## src/rtl/playrec_pkg.sv

```systemverilog
// Shared definitions for the record/playback SDRAM paths: bus widths and
// the playback FSM state encoding.
package playrec_pkg;
   localparam int ADDR_W   = 23;
   localparam int SAMPLE_W = 32;

   localparam logic [2:0] ST_IDLE  = 3'd0;
   localparam logic [2:0] ST_RUN   = 3'd1;
   localparam logic [2:0] ST_PAUSE = 3'd2;
   localparam logic [2:0] ST_DRAIN = 3'd3;
   localparam logic [2:0] ST_ABORT = 3'd4;
   localparam logic [2:0] ST_DONE  = 3'd5;

   typedef enum logic [2:0] {
      PS_IDLE  = ST_IDLE,
      PS_RUN   = ST_RUN,
      PS_PAUSE = ST_PAUSE,
      PS_DRAIN = ST_DRAIN,
      PS_ABORT = ST_ABORT,
      PS_DONE  = ST_DONE
   } play_state_t;
endpackage

```

## src/rtl/play_core_if.sv

```systemverilog
// Bundle of the playback engine's control, SDRAM-port and audio-stream signals.
interface play_core_if;
   import playrec_pkg::*;

   logic                play_start;
   logic [ADDR_W-1:0]   play_start_addr;
   logic [ADDR_W-1:0]   play_end_addr;
   logic                play_pause;
   logic                play_stop;
   logic                play_done;
   logic                play_read;
   logic                play_write;
   logic [ADDR_W-1:0]   play_addr;
   logic [SAMPLE_W-1:0] play_writedata;
   logic [SAMPLE_W-1:0] play_readdata;
   logic                play_sdram_finished;
   logic [SAMPLE_W-1:0] play_audio_data;
   logic                play_audio_valid;
   logic                play_audio_ready;

   modport master (
      output play_start, play_start_addr, play_end_addr, play_pause, play_stop,
      output play_readdata, play_sdram_finished, play_audio_ready,
      input  play_done, play_read, play_write, play_addr, play_writedata,
      input  play_audio_data, play_audio_valid
   );

   modport slave (
      input  play_start, play_start_addr, play_end_addr, play_pause, play_stop,
      input  play_readdata, play_sdram_finished, play_audio_ready,
      output play_done, play_read, play_write, play_addr, play_writedata,
      output play_audio_data, play_audio_valid
   );
endinterface

```

## src/rtl/play_fifo.sv

```systemverilog
// Synchronous prefetch FIFO; storage is not reset, only pointers and count.
module play_fifo #(
   parameter int DATA_W = 32,
   parameter int DEPTH  = 4
) (
   input  logic                     clk_i,
   input  logic                     rst_i,
   input  logic                     flush_i,
   input  logic                     push_i,
   input  logic [DATA_W-1:0]        wdata_i,
   input  logic                     pop_i,
   output logic [DATA_W-1:0]        rdata_o,
   output logic                     full_o,
   output logic                     empty_o,
   output logic [$clog2(DEPTH):0]   count_o
);
   localparam int AW = $clog2(DEPTH);

   logic [DATA_W-1:0] mem_q [DEPTH];
   logic [AW-1:0]     wr_q, rd_q;
   logic [AW:0]       cnt_q;

   assign full_o  = cnt_q == (AW+1)'(DEPTH);
   assign empty_o = cnt_q == '0;
   assign rdata_o = mem_q[rd_q];
   assign count_o = cnt_q;

   always_ff @(posedge clk_i) begin
      if (push_i) mem_q[wr_q] <= wdata_i;
   end

   always_ff @(posedge clk_i) begin
      if (rst_i || flush_i) begin
         wr_q  <= '0;
         rd_q  <= '0;
         cnt_q <= '0;
      end else begin
         if (push_i) wr_q <= wr_q + AW'(1);
         if (pop_i)  rd_q <= rd_q + AW'(1);
         cnt_q <= cnt_q + (AW+1)'(push_i) - (AW+1)'(pop_i);
      end
   end
endmodule

```

## src/rtl/play_core.sv

```systemverilog
// Playback engine: fetches an SDRAM word range one read at a time into a
// prefetch FIFO and streams it to the DAC over a valid/ready handshake.
module play_core
   import playrec_pkg::*;
#(
   parameter int FIFO_DEPTH = 4
) (
   input  logic       i_clk,
   input  logic       i_rst,
   play_core_if.slave bus
);
   localparam int CNT_W = $clog2(FIFO_DEPTH) + 1;
   localparam logic [CNT_W-1:0] DEPTH_C = CNT_W'(FIFO_DEPTH);

   logic [2:0]          state_q, state_d;
   logic [ADDR_W:0]     addr_q, addr_d, end_q, end_d;
   logic                exh_q, exh_d;
   logic                read_q, read_d;
   logic                rd_done, push, push_ok, pop, flush;
   logic                fifo_full, fifo_empty, audio_valid;
   logic [CNT_W-1:0]    fifo_cnt, cnt_d;
   logic [SAMPLE_W-1:0] fifo_head;

   assign rd_done     = read_q & bus.play_sdram_finished;
   assign push        = rd_done & (state_q != ST_ABORT);
   assign push_ok     = push & (~fifo_full | pop);
   assign flush       = state_q == ST_ABORT;
   assign audio_valid = ~fifo_empty & ((state_q == ST_RUN) | (state_q == ST_DRAIN));
   assign pop         = audio_valid & bus.play_audio_ready;
   // Occupancy after this edge; an issued read reserves one more slot.
   assign cnt_d       = fifo_cnt + CNT_W'(push_ok) - CNT_W'(pop);

   play_fifo #(.DATA_W(SAMPLE_W), .DEPTH(FIFO_DEPTH)) u_fifo (
      .clk_i   (i_clk),
      .rst_i   (i_rst),
      .flush_i (flush),
      .push_i  (push_ok),
      .wdata_i (bus.play_readdata),
      .pop_i   (pop),
      .rdata_o (fifo_head),
      .full_o  (fifo_full),
      .empty_o (fifo_empty),
      .count_o (fifo_cnt)
   );

   always_comb begin
      state_d = state_q;
      addr_d  = addr_q;
      end_d   = end_q;
      exh_d   = exh_q;
      if (rd_done) begin
         addr_d = addr_q + (ADDR_W+1)'(1);
         if (addr_q == end_q) exh_d = 1'b1;
      end
      case (state_q)
         ST_IDLE: if (bus.play_start) begin
            addr_d  = {1'b0, bus.play_start_addr};
            end_d   = {1'b0, bus.play_end_addr};
            exh_d   = 1'b0;
            state_d = (bus.play_start_addr > bus.play_end_addr) ? ST_DONE : ST_RUN;
         end
         ST_RUN: begin
            if (bus.play_stop)       state_d = ST_ABORT;
            else if (bus.play_pause) state_d = ST_PAUSE;
            else if (exh_d)          state_d = ST_DRAIN;
         end
         ST_PAUSE: begin
            if (bus.play_stop)        state_d = ST_ABORT;
            else if (!bus.play_pause) state_d = exh_d ? ST_DRAIN : ST_RUN;
         end
         ST_DRAIN: begin
            if (bus.play_stop)       state_d = ST_ABORT;
            else if (bus.play_pause) state_d = ST_PAUSE;
            else if (cnt_d == '0)    state_d = ST_DONE;
         end
         // Wait out the in-flight read; its data is dropped by the push gate.
         ST_ABORT: if (!read_q || bus.play_sdram_finished) state_d = ST_DONE;
         ST_DONE:  state_d = ST_IDLE;
         default:  state_d = ST_IDLE;
      endcase
      read_d = 1'b0;
      if (read_q && !bus.play_sdram_finished) read_d = 1'b1;
      else if (state_d == ST_RUN && !exh_d && cnt_d < DEPTH_C) read_d = 1'b1;
   end

   always_ff @(posedge i_clk) begin
      if (i_rst) begin
         state_q <= ST_IDLE;
         addr_q  <= '0;
         end_q   <= '0;
         exh_q   <= 1'b0;
         read_q  <= 1'b0;
      end else begin
         state_q <= state_d;
         addr_q  <= addr_d;
         end_q   <= end_d;
         exh_q   <= exh_d;
         read_q  <= read_d;
      end
   end

   assign bus.play_read        = read_q;
   assign bus.play_write       = 1'b0;
   assign bus.play_addr        = addr_q[ADDR_W-1:0];
   assign bus.play_writedata   = '0;
   assign bus.play_done        = state_q == ST_DONE;
   assign bus.play_audio_valid = audio_valid;
   assign bus.play_audio_data  = audio_valid ? fifo_head : '0;
endmodule

```

## src/flat_wrapper.sv

```systemverilog
// flat-port wrapper written by rule: the top's interface ports become plain ports
module play_core_flat import playrec_pkg::*;
#(
   parameter int FIFO_DEPTH = 4
)
  (i_clk, i_rst, bus_play_start, bus_play_start_addr, bus_play_end_addr, bus_play_pause, bus_play_stop, bus_play_readdata, bus_play_sdram_finished, bus_play_audio_ready, bus_play_done, bus_play_read, bus_play_write, bus_play_addr, bus_play_writedata, bus_play_audio_data, bus_play_audio_valid);
  play_core_if bus_i ();
  input  logic i_clk;
  input  logic i_rst;
  input wire logic [$bits(bus_i.play_start)-1:0] bus_play_start;
  input wire logic [$bits(bus_i.play_start_addr)-1:0] bus_play_start_addr;
  input wire logic [$bits(bus_i.play_end_addr)-1:0] bus_play_end_addr;
  input wire logic [$bits(bus_i.play_pause)-1:0] bus_play_pause;
  input wire logic [$bits(bus_i.play_stop)-1:0] bus_play_stop;
  input wire logic [$bits(bus_i.play_readdata)-1:0] bus_play_readdata;
  input wire logic [$bits(bus_i.play_sdram_finished)-1:0] bus_play_sdram_finished;
  input wire logic [$bits(bus_i.play_audio_ready)-1:0] bus_play_audio_ready;
  output wire logic [$bits(bus_i.play_done)-1:0] bus_play_done;
  output wire logic [$bits(bus_i.play_read)-1:0] bus_play_read;
  output wire logic [$bits(bus_i.play_write)-1:0] bus_play_write;
  output wire logic [$bits(bus_i.play_addr)-1:0] bus_play_addr;
  output wire logic [$bits(bus_i.play_writedata)-1:0] bus_play_writedata;
  output wire logic [$bits(bus_i.play_audio_data)-1:0] bus_play_audio_data;
  output wire logic [$bits(bus_i.play_audio_valid)-1:0] bus_play_audio_valid;
  assign bus_i.play_start = bus_play_start;
  assign bus_i.play_start_addr = bus_play_start_addr;
  assign bus_i.play_end_addr = bus_play_end_addr;
  assign bus_i.play_pause = bus_play_pause;
  assign bus_i.play_stop = bus_play_stop;
  assign bus_i.play_readdata = bus_play_readdata;
  assign bus_i.play_sdram_finished = bus_play_sdram_finished;
  assign bus_i.play_audio_ready = bus_play_audio_ready;
  assign bus_play_done = bus_i.play_done;
  assign bus_play_read = bus_i.play_read;
  assign bus_play_write = bus_i.play_write;
  assign bus_play_addr = bus_i.play_addr;
  assign bus_play_writedata = bus_i.play_writedata;
  assign bus_play_audio_data = bus_i.play_audio_data;
  assign bus_play_audio_valid = bus_i.play_audio_valid;
  play_core #(.FIFO_DEPTH(FIFO_DEPTH)) u_core (.i_clk(i_clk), .i_rst(i_rst), .bus(bus_i));
endmodule
```

## config.mk

```make
export PLATFORM = sky130hd
export DESIGN_NAME = play_core_flat
export DESIGN_NICKNAME = d
export VERILOG_FILES = /design/src/rtl/playrec_pkg.sv /design/src/rtl/play_core_if.sv /design/src/rtl/play_fifo.sv /design/src/rtl/play_core.sv /design/src/flat_wrapper.sv
export SDC_FILE = /design/constraint.sdc
export NUM_CORES = 1
export LEC_CHECK = 0
export ABC_CLOCK_PERIOD_IN_PS = 9350
export CAP_MARGIN = 30
export CORE_MARGIN = 2
export CORE_UTILIZATION = 55
export CTS_BUF_LIST = sky130_fd_sc_hd__clkbuf_8
export DETAILED_ROUTE_END_ITERATION = 16
export HOLD_SLACK_MARGIN = 0.1
export PLACE_DENSITY = 0.91
export SYNTH_ARGS = -nofsm -noshare
export SYNTH_HDL_FRONTEND = slang
export SYNTH_HIERARCHICAL = 1
export SYNTH_SLANG_ARGS = --single-unit
export TNS_END_PERCENT = 30
```

## constraint.sdc

```tcl
create_clock -name i_clk -period 9.35 [get_ports i_clk]
set_input_delay 1.4025 -clock i_clk [delete_from_list [all_inputs] [get_ports i_clk]]
set_output_delay 1.4025 -clock i_clk [all_outputs]
set_load 0.02 [all_outputs]
```

==> metrics.yaml, run 1 <==
via_count: 5629
cts_tree: "yes"
die_area_um2: 17300
setup_repair_after_global_routing_missed_its_margin: "no"
cts_buffers: 17
ff_latch_area_um2: 5070
crit_path_cell_trace: "clkdlybuf4s50_1 -> nand2_2 -> a211oi_1 -> ha_1 -> fa_1 -> nor3_1 -> a311oi_1 -> o21a_1 -> a41o_1 -> a211oi_1"
synth.avg_cell_area_um2: 12.7
max_cap_violations: 0
cpPeakStageDelay_ps: 710
synth_seq_area_share_pct: 56.5
global_route_wire_length_before_repair_mm: 29.2
io_pins: 176
buffer_ports.inserted: 142
clock_path_buffers: 2
grt_start_max_net_pins: 70
yosys.cell_types.count: 51
detailedRoute.firstIterationViolations: 393
cpMostUsedCell: "a211oi_1"
initial_antenna_violation_count: 0
firstDrtPassIters: 5
totalNegativeSetupSlack_ps: 0
vdd.ir_drop.worst_uv: 95.6
initial_utilization_pct: 56.5
final_layout_size_suffix_gt1_share_pct: 10.2
layout.cells.most_common: "clkdlybuf4s50_1"
final-max-slew-violation-count: 0
cts.sinks: 189
worst_pin_slew_ps: 1020
dp.cells: 1020
gp_congestion: 0.837
area_growth_syn_to_layout_pct: 19.2
layout_common_cells: "clkdlybuf4s50_1, edfxtp_1, dfxtp_1, nand2_1"
timing.max_slew.rel_slack_pct: 32.2
synth-edff-count: 128
grt_pass1_vias: 5633
floorplan.rows: 46
worstSetupEndpointType: "flip-flop"
routed_wl_mm: 18.6
viasPerCell: 5.35
cts_htree_levels: 4
cts.reportedPaths.clkPinSlew_ps: 90
groute.usage.overall_pct: 21.8
finalSetupViolations: 0
number_of_antenna_repair_diodes: 0
detail_route.wl_per_cell_um: 17.6
powerDensity_nw_per_um2: 171
fin_cells: 1052
synth.top_cell.area_share_pct: 42.8
drt.antenna.violating_nets: 0
hold_class: "reg2reg"
multi_input_area_um2: 3300
n_fill_cell: 1110
post_cts.resized_instances: 0
hold_violations: 0
core_area_um2: 15900
yosys_register_bits: 189
worstSkewPairLatency_ps: 470
place.detailed.hpwl_mm: 12.7
fmax_mhz: 241
synth-async-reset-ratio_pct: 0
fin_crit_sh_pct: 44.4
critical_path_data_arrival_time_ps: 4520
cts_setup_buffers: 0
nNetsFinal: 942
fin_crit_ps: 4150
die_height_um: 132
post_synth_design_cell_area_um2: 8970
globalRoute.totalOverflow: 0
ctsHoldBuffers: 0
synth_largest_area_cell: "edfxtp_1"
reg2reg_setup_slack_ps: 5650
syn_inst: 706
required_arrival_time_at_the_worst_endpoint_ps: 9720
cts_root_buf: "clkbuf_8"
run_status: "finished clean"
critical_path_peak_fanout: 8
finClkSkew_ps: 11.5
critPathLaunchType: "input pin"
yosysWarnings: 6
synth_ff_type: "edfxtp_1"
top_area_cells_in_the_synthesized_netlist: "edfxtp_1, dfxtp_1, mux4_2, buf_4, ha_1"
setup.worst_path.class: "in2reg"
power_leakage_nw: 3.81
floorplan.die.width_um: 132
crit_slowest_cell: "a211oi_1"
post-route-drc-count: 0
[power breakdown]
| part | switching [W] | leakage (nW) | internal (W) | total [W] |
|---|---|---|---|---|
| Clock | 0.000299 | 0.205 | 0.000247 | 0.000546 |
| Combinational | 0.000164 | 1.95 | 0.000149 | 0.000313 |
| Sequential | 0.0000367 | 1.66 | 0.000932 | 0.000969 |
[worst max-delay path, delay by kind of cell]
family	cells	cell delay, ps
fa+ha+maj	2	730
buf+inv	1	550
simple gates	2	410
compound gates	5	1420
[synthesized netlist by cell type, types with 3 or more instances]
cell	count
buf_12	3
mux4_2	30
buf_1	4
nand3b_1	3
nor2_1	38
buf_2	5
o21a_1	3
a211oi_1	27
and2_1	37
buf_4	56
edfxtp_1	128
nor3_1	5
nand2_1	59
inv_1	38
and3_1	10
nor3b_1	4
o21ai_0	7
clkbuf_1	16
xor2_1	23
dfxtp_1	61
nand3_1	8
nand4_1	13
ha_1	32
a21oi_1	33
or2_2	3
xnor2_1	27
[registers in the layout, indices dropped and copies added, names as in the netlist, named ones only]
register               count
u_core/u_fifo/mem_q      128
u_core/addr_q             24
u_core/end_q              23
u_core/state_q             3
u_core/u_fifo/count_o      3
u_core/u_fifo/rd_q         2
u_core/u_fifo/wr_q         2
u_core/bus.play_read       1
u_core/exh_q               1
[routing by layer]
layer  global-route usage [%]  wire [um]
met1                     27.0       7620
met2                     37.8       9730
met3                     4.09        846
met4                     8.57        370
met5                        0          0
[cell families after synthesis]
group                      share of synthesized area, %
AOI/OAI and AO/OA                                  5.89
xor gates and xnor gates                           5.15
adders and majority gates                          4.91
buffers and inverters                              8.19
DFF                                                56.5
muxes                                              8.23
other                                            0.0418
and+or+nand+nor                                    11.1
[metrics by stage]
stage                     total power [W]  util (%)  area (um2)  setup WS (ps)  hold WS (ps)
final                             0.00183      67.3       10700           5200           471
after floorplan                   0.00119         -        9090           5630           448
after global routing              0.00190      67.3       10700           4930           489
after detailed placement          0.00130      64.7       10300           4660           460
after global placement            0.00129      64.6       10300           4830           454
after CTS                         0.00184      67.3       10700           5200           474
[worst paths after layout]
path | startpoint | cells after the start | end
setup / recovery | bus_play_sdram_finished | 10 | u_core/state_q[2]$_SDFF_PP0_
hold / removal | u_core/end_q[13]$_SDFFE_PP0P_ | 2 | u_core/end_q[13]$_SDFFE_PP0P_
setup reg to reg | u_core/u_fifo/count_o[1]$_SDFF_PP0_ | 12 | u_core/state_q[2]$_SDFF_PP0_
hold reg to reg | u_core/end_q[13]$_SDFFE_PP0P_ | 2 | u_core/end_q[13]$_SDFFE_PP0P_
[cell type report]
type                       count  share of cell area (%)
timing repair buffer         151                    14.1
multi-input combinational    426                    30.9
tap                          216                    2.53
sequential                   189                    47.4
clock buffer                  17                    2.19
inverter                      38                    1.33
clock inverter                15                    1.61
Note: power is estimated with default switching activity, not from simulation.
==> run 2, diff against run 1 <==
--- a/config.mk
+++ b/config.mk
@@ -5,14 +5,14 @@
 export SDC_FILE = /design/constraint.sdc
 export NUM_CORES = 1
 export LEC_CHECK = 0
-export ABC_CLOCK_PERIOD_IN_PS = 9350
+export ABC_CLOCK_PERIOD_IN_PS = 3400
 export CAP_MARGIN = 30
 export CORE_MARGIN = 2
-export CORE_UTILIZATION = 55
+export CORE_UTILIZATION = 49
 export CTS_BUF_LIST = sky130_fd_sc_hd__clkbuf_8
 export DETAILED_ROUTE_END_ITERATION = 16
 export HOLD_SLACK_MARGIN = 0.1
-export PLACE_DENSITY = 0.91
+export PLACE_DENSITY = 0.86
 export SYNTH_ARGS = -nofsm -noshare
 export SYNTH_HDL_FRONTEND = slang
 export SYNTH_HIERARCHICAL = 1
==> constraint.sdc (replaced) <==
create_clock -name i_clk -period 3.4 [get_ports i_clk]
set_input_delay 0.51 -clock i_clk [delete_from_list [all_inputs] [get_ports i_clk]]
set_output_delay 0.51 -clock i_clk [all_outputs]
set_load 0.02 [all_outputs]
==> run 2 against run 1 <==
Against the previous run: flip-flop and latch count did not move; clock power grew to 2.6 times the previous value; clock skew increased by 1.0 ps; global-route usage shrank 2.8 points; via count rose by 0.96%; critical path depth fell by 6; sequential share of layout area down 0.24 points; die area grew 12%; largest power group unchanged.
==> metrics.yaml, run 2 (synthesized netlist as in run 1, its figures left out) <==
run_status: "finished clean"
ff_latch_area_um2: 5070
floorplan.die.width_um: 139
gp_congestion: 0.837
floorplan.rows: 49
layout_common_cells: "clkdlybuf4s50_1, edfxtp_1, dfxtp_1, nand2_1"
initial_antenna_violation_count: 1
finalSetupViolations: 0
final-max-slew-violation-count: 0
detail_route.wl_per_cell_um: 16.9
firstDrtPassIters: 5
finClkSkew_ps: 12.5
vdd.ir_drop.worst_uv: 269
fin_crit_ps: 2980
core_area_um2: 18000
die_area_um2: 19400
reg2reg_to: "u_core/bus.play_read$_SDFF_PP0_"
fin_crit_sh_pct: 87.5
layout.cell_area.non_filler_um2: 10700
routed_wl_mm: 18.1
buffer_ports.inserted: 142
reg2reg_setup_slack_ps: 470
max_cap_violations: 0
hold_violations: 0
multi_input_area_um2: 3300
cts.sinks: 189
cts.reportedPaths.clkPinSlew_ps: 100
detailedRoute.firstIterationViolations: 392
hold_class: "in2reg"
area_growth_syn_to_layout_pct: 19.8
n_fill_cell: 1390
critPathLaunchType: "flip-flop"
nNetsFinal: 950
grt_pass1_vias: 5506
totalNegativeSetupSlack_ps: 0
reg2reg_depth: 13
cts_htree_levels: 4
critical_path_peak_fanout: 20
place.detailed.hpwl_mm: 12.8
fmax_mhz: 336
via_count: 5683
timing.max_slew.rel_slack_pct: 53.9
io_pins: 176
final_layout_size_suffix_gt1_share_pct: 11.0
reg2reg_from: "u_core/u_fifo/count_o[1]$_SDFF_PP0_"
grt_start_max_net_pins: 51
worstSetupEndpointType: "output port"
layout.cells.most_common: "clkdlybuf4s50_1"
dpl-instance-area_um2: 10400
post_cts.resized_instances: 0
largest_reg_flops: 128
global_route_wire_length_before_repair_mm: 28.8
globalRoute.totalOverflow: 0
largest_register: "u_core/u_fifo/mem_q"
cp-endpoint: "bus_play_audio_data[28]"
setup_repair_after_global_routing_missed_its_margin: "no"
cts_tree: "yes"
crit_slowest_cell: "mux4_1"
required_arrival_time_at_the_worst_endpoint_ps: 2890
initial_utilization_pct: 49.9
cts_root_buf: "clkbuf_8"
number_of_antenna_repair_diodes: 0
drt.antenna.violating_nets: 0
worst_pin_slew_ps: 688
top_registers: "u_core/u_fifo/mem_q (128), u_core/addr_q (24), u_core/end_q (23)"
cts_buffers: 17
die_height_um: 139
groute.usage.overall_pct: 18.9
cpPeakStageDelay_ps: 590
viasPerCell: 5.30
cts_setup_buffers: 0
post-route-drc-count: 0
crit_path_cell_trace: "buf_4 -> mux4_1 -> and2_1 -> clkdlybuf4s50_1"
clock_path_buffers: 2
worstSkewPairLatency_ps: 470
powerDensity_nw_per_um2: 461
power_leakage_nw: 3.85
ctsHoldBuffers: 0
critical_path_data_arrival_time_ps: 2470
setup.worst_path.class: "reg2out"
## run 2: worst max-delay path: cells and delay by family (launching register included)
| family | cells | cell delay, ps |
|---|---|---|
| AND/OR/NAND/NOR | 1 | 160 |
| multiplexers | 1 | 590 |
| flip-flops | 1 | 330 |
| buffers and inverters | 2 | 910 |
## run 2: area by class of cell
cell class / instances / share of cell area, %
timing repair buffer: 159 / 14.5
clock buffer: 17 / 2.18
multi-input combinational: 426 / 30.7
clock inverter: 15 / 1.48
tap: 229 / 2.67
sequential: 189 / 47.1
inverter: 38 / 1.33
## run 2: how the worst min path moves through the flow
stage / from / end / slack (ps) / cells after the start
after floorplan: u_core/end_q[0]$_SDFFE_PP0P_ / u_core/end_q[0]$_SDFFE_PP0P_ / 450 / 2
after global placement: u_core/end_q[6]$_SDFFE_PP0P_ / u_core/end_q[6]$_SDFFE_PP0P_ / 450 / 2
after detailed placement: u_core/end_q[0]$_SDFFE_PP0P_ / u_core/end_q[0]$_SDFFE_PP0P_ / 460 / 2
after CTS: i_rst / u_core/state_q[2]$_SDFF_PP0_ / 270 / 2
after global routing: i_rst / u_core/state_q[2]$_SDFF_PP0_ / 290 / 2
final: i_rst / u_core/state_q[2]$_SDFF_PP0_ / 300 / 2
## run 2: report_power, final
group          switching [W]  leakage [nW]  internal [W]  total, W
sequential          0.000101          1.66       0.00256   0.00266
clock               0.000876         0.198      0.000557   0.00143
combinational       0.000446          1.99      0.000413  0.000859
## run 2: stage by stage
stage / total power, W / hold WS, ps / setup WS, ps / utilization, % / instances
final: 0.00496 / 301 / 425 / 59.8 / 1073
after global routing: 0.00517 / 290 / 161 / 59.8 / 1073
after CTS: 0.00500 / 274 / 370 / 59.8 / 1073
after detailed placement: 0.00357 / 458 / 221 / 57.6 / 1041
after global placement: 0.00355 / 454 / 281 / 57.6 / 1041
after floorplan: 0.00328 / 448 / 160 / - / 738
## run 2: routing by layer
layer | GRT usage, % | share of wire (%)
met3 | 4.30 | 5.3
met1 | 23.8 | 42
met2 | 32.2 | 51
met4 | 6.80 | 1.8
met5 | 0 | 0
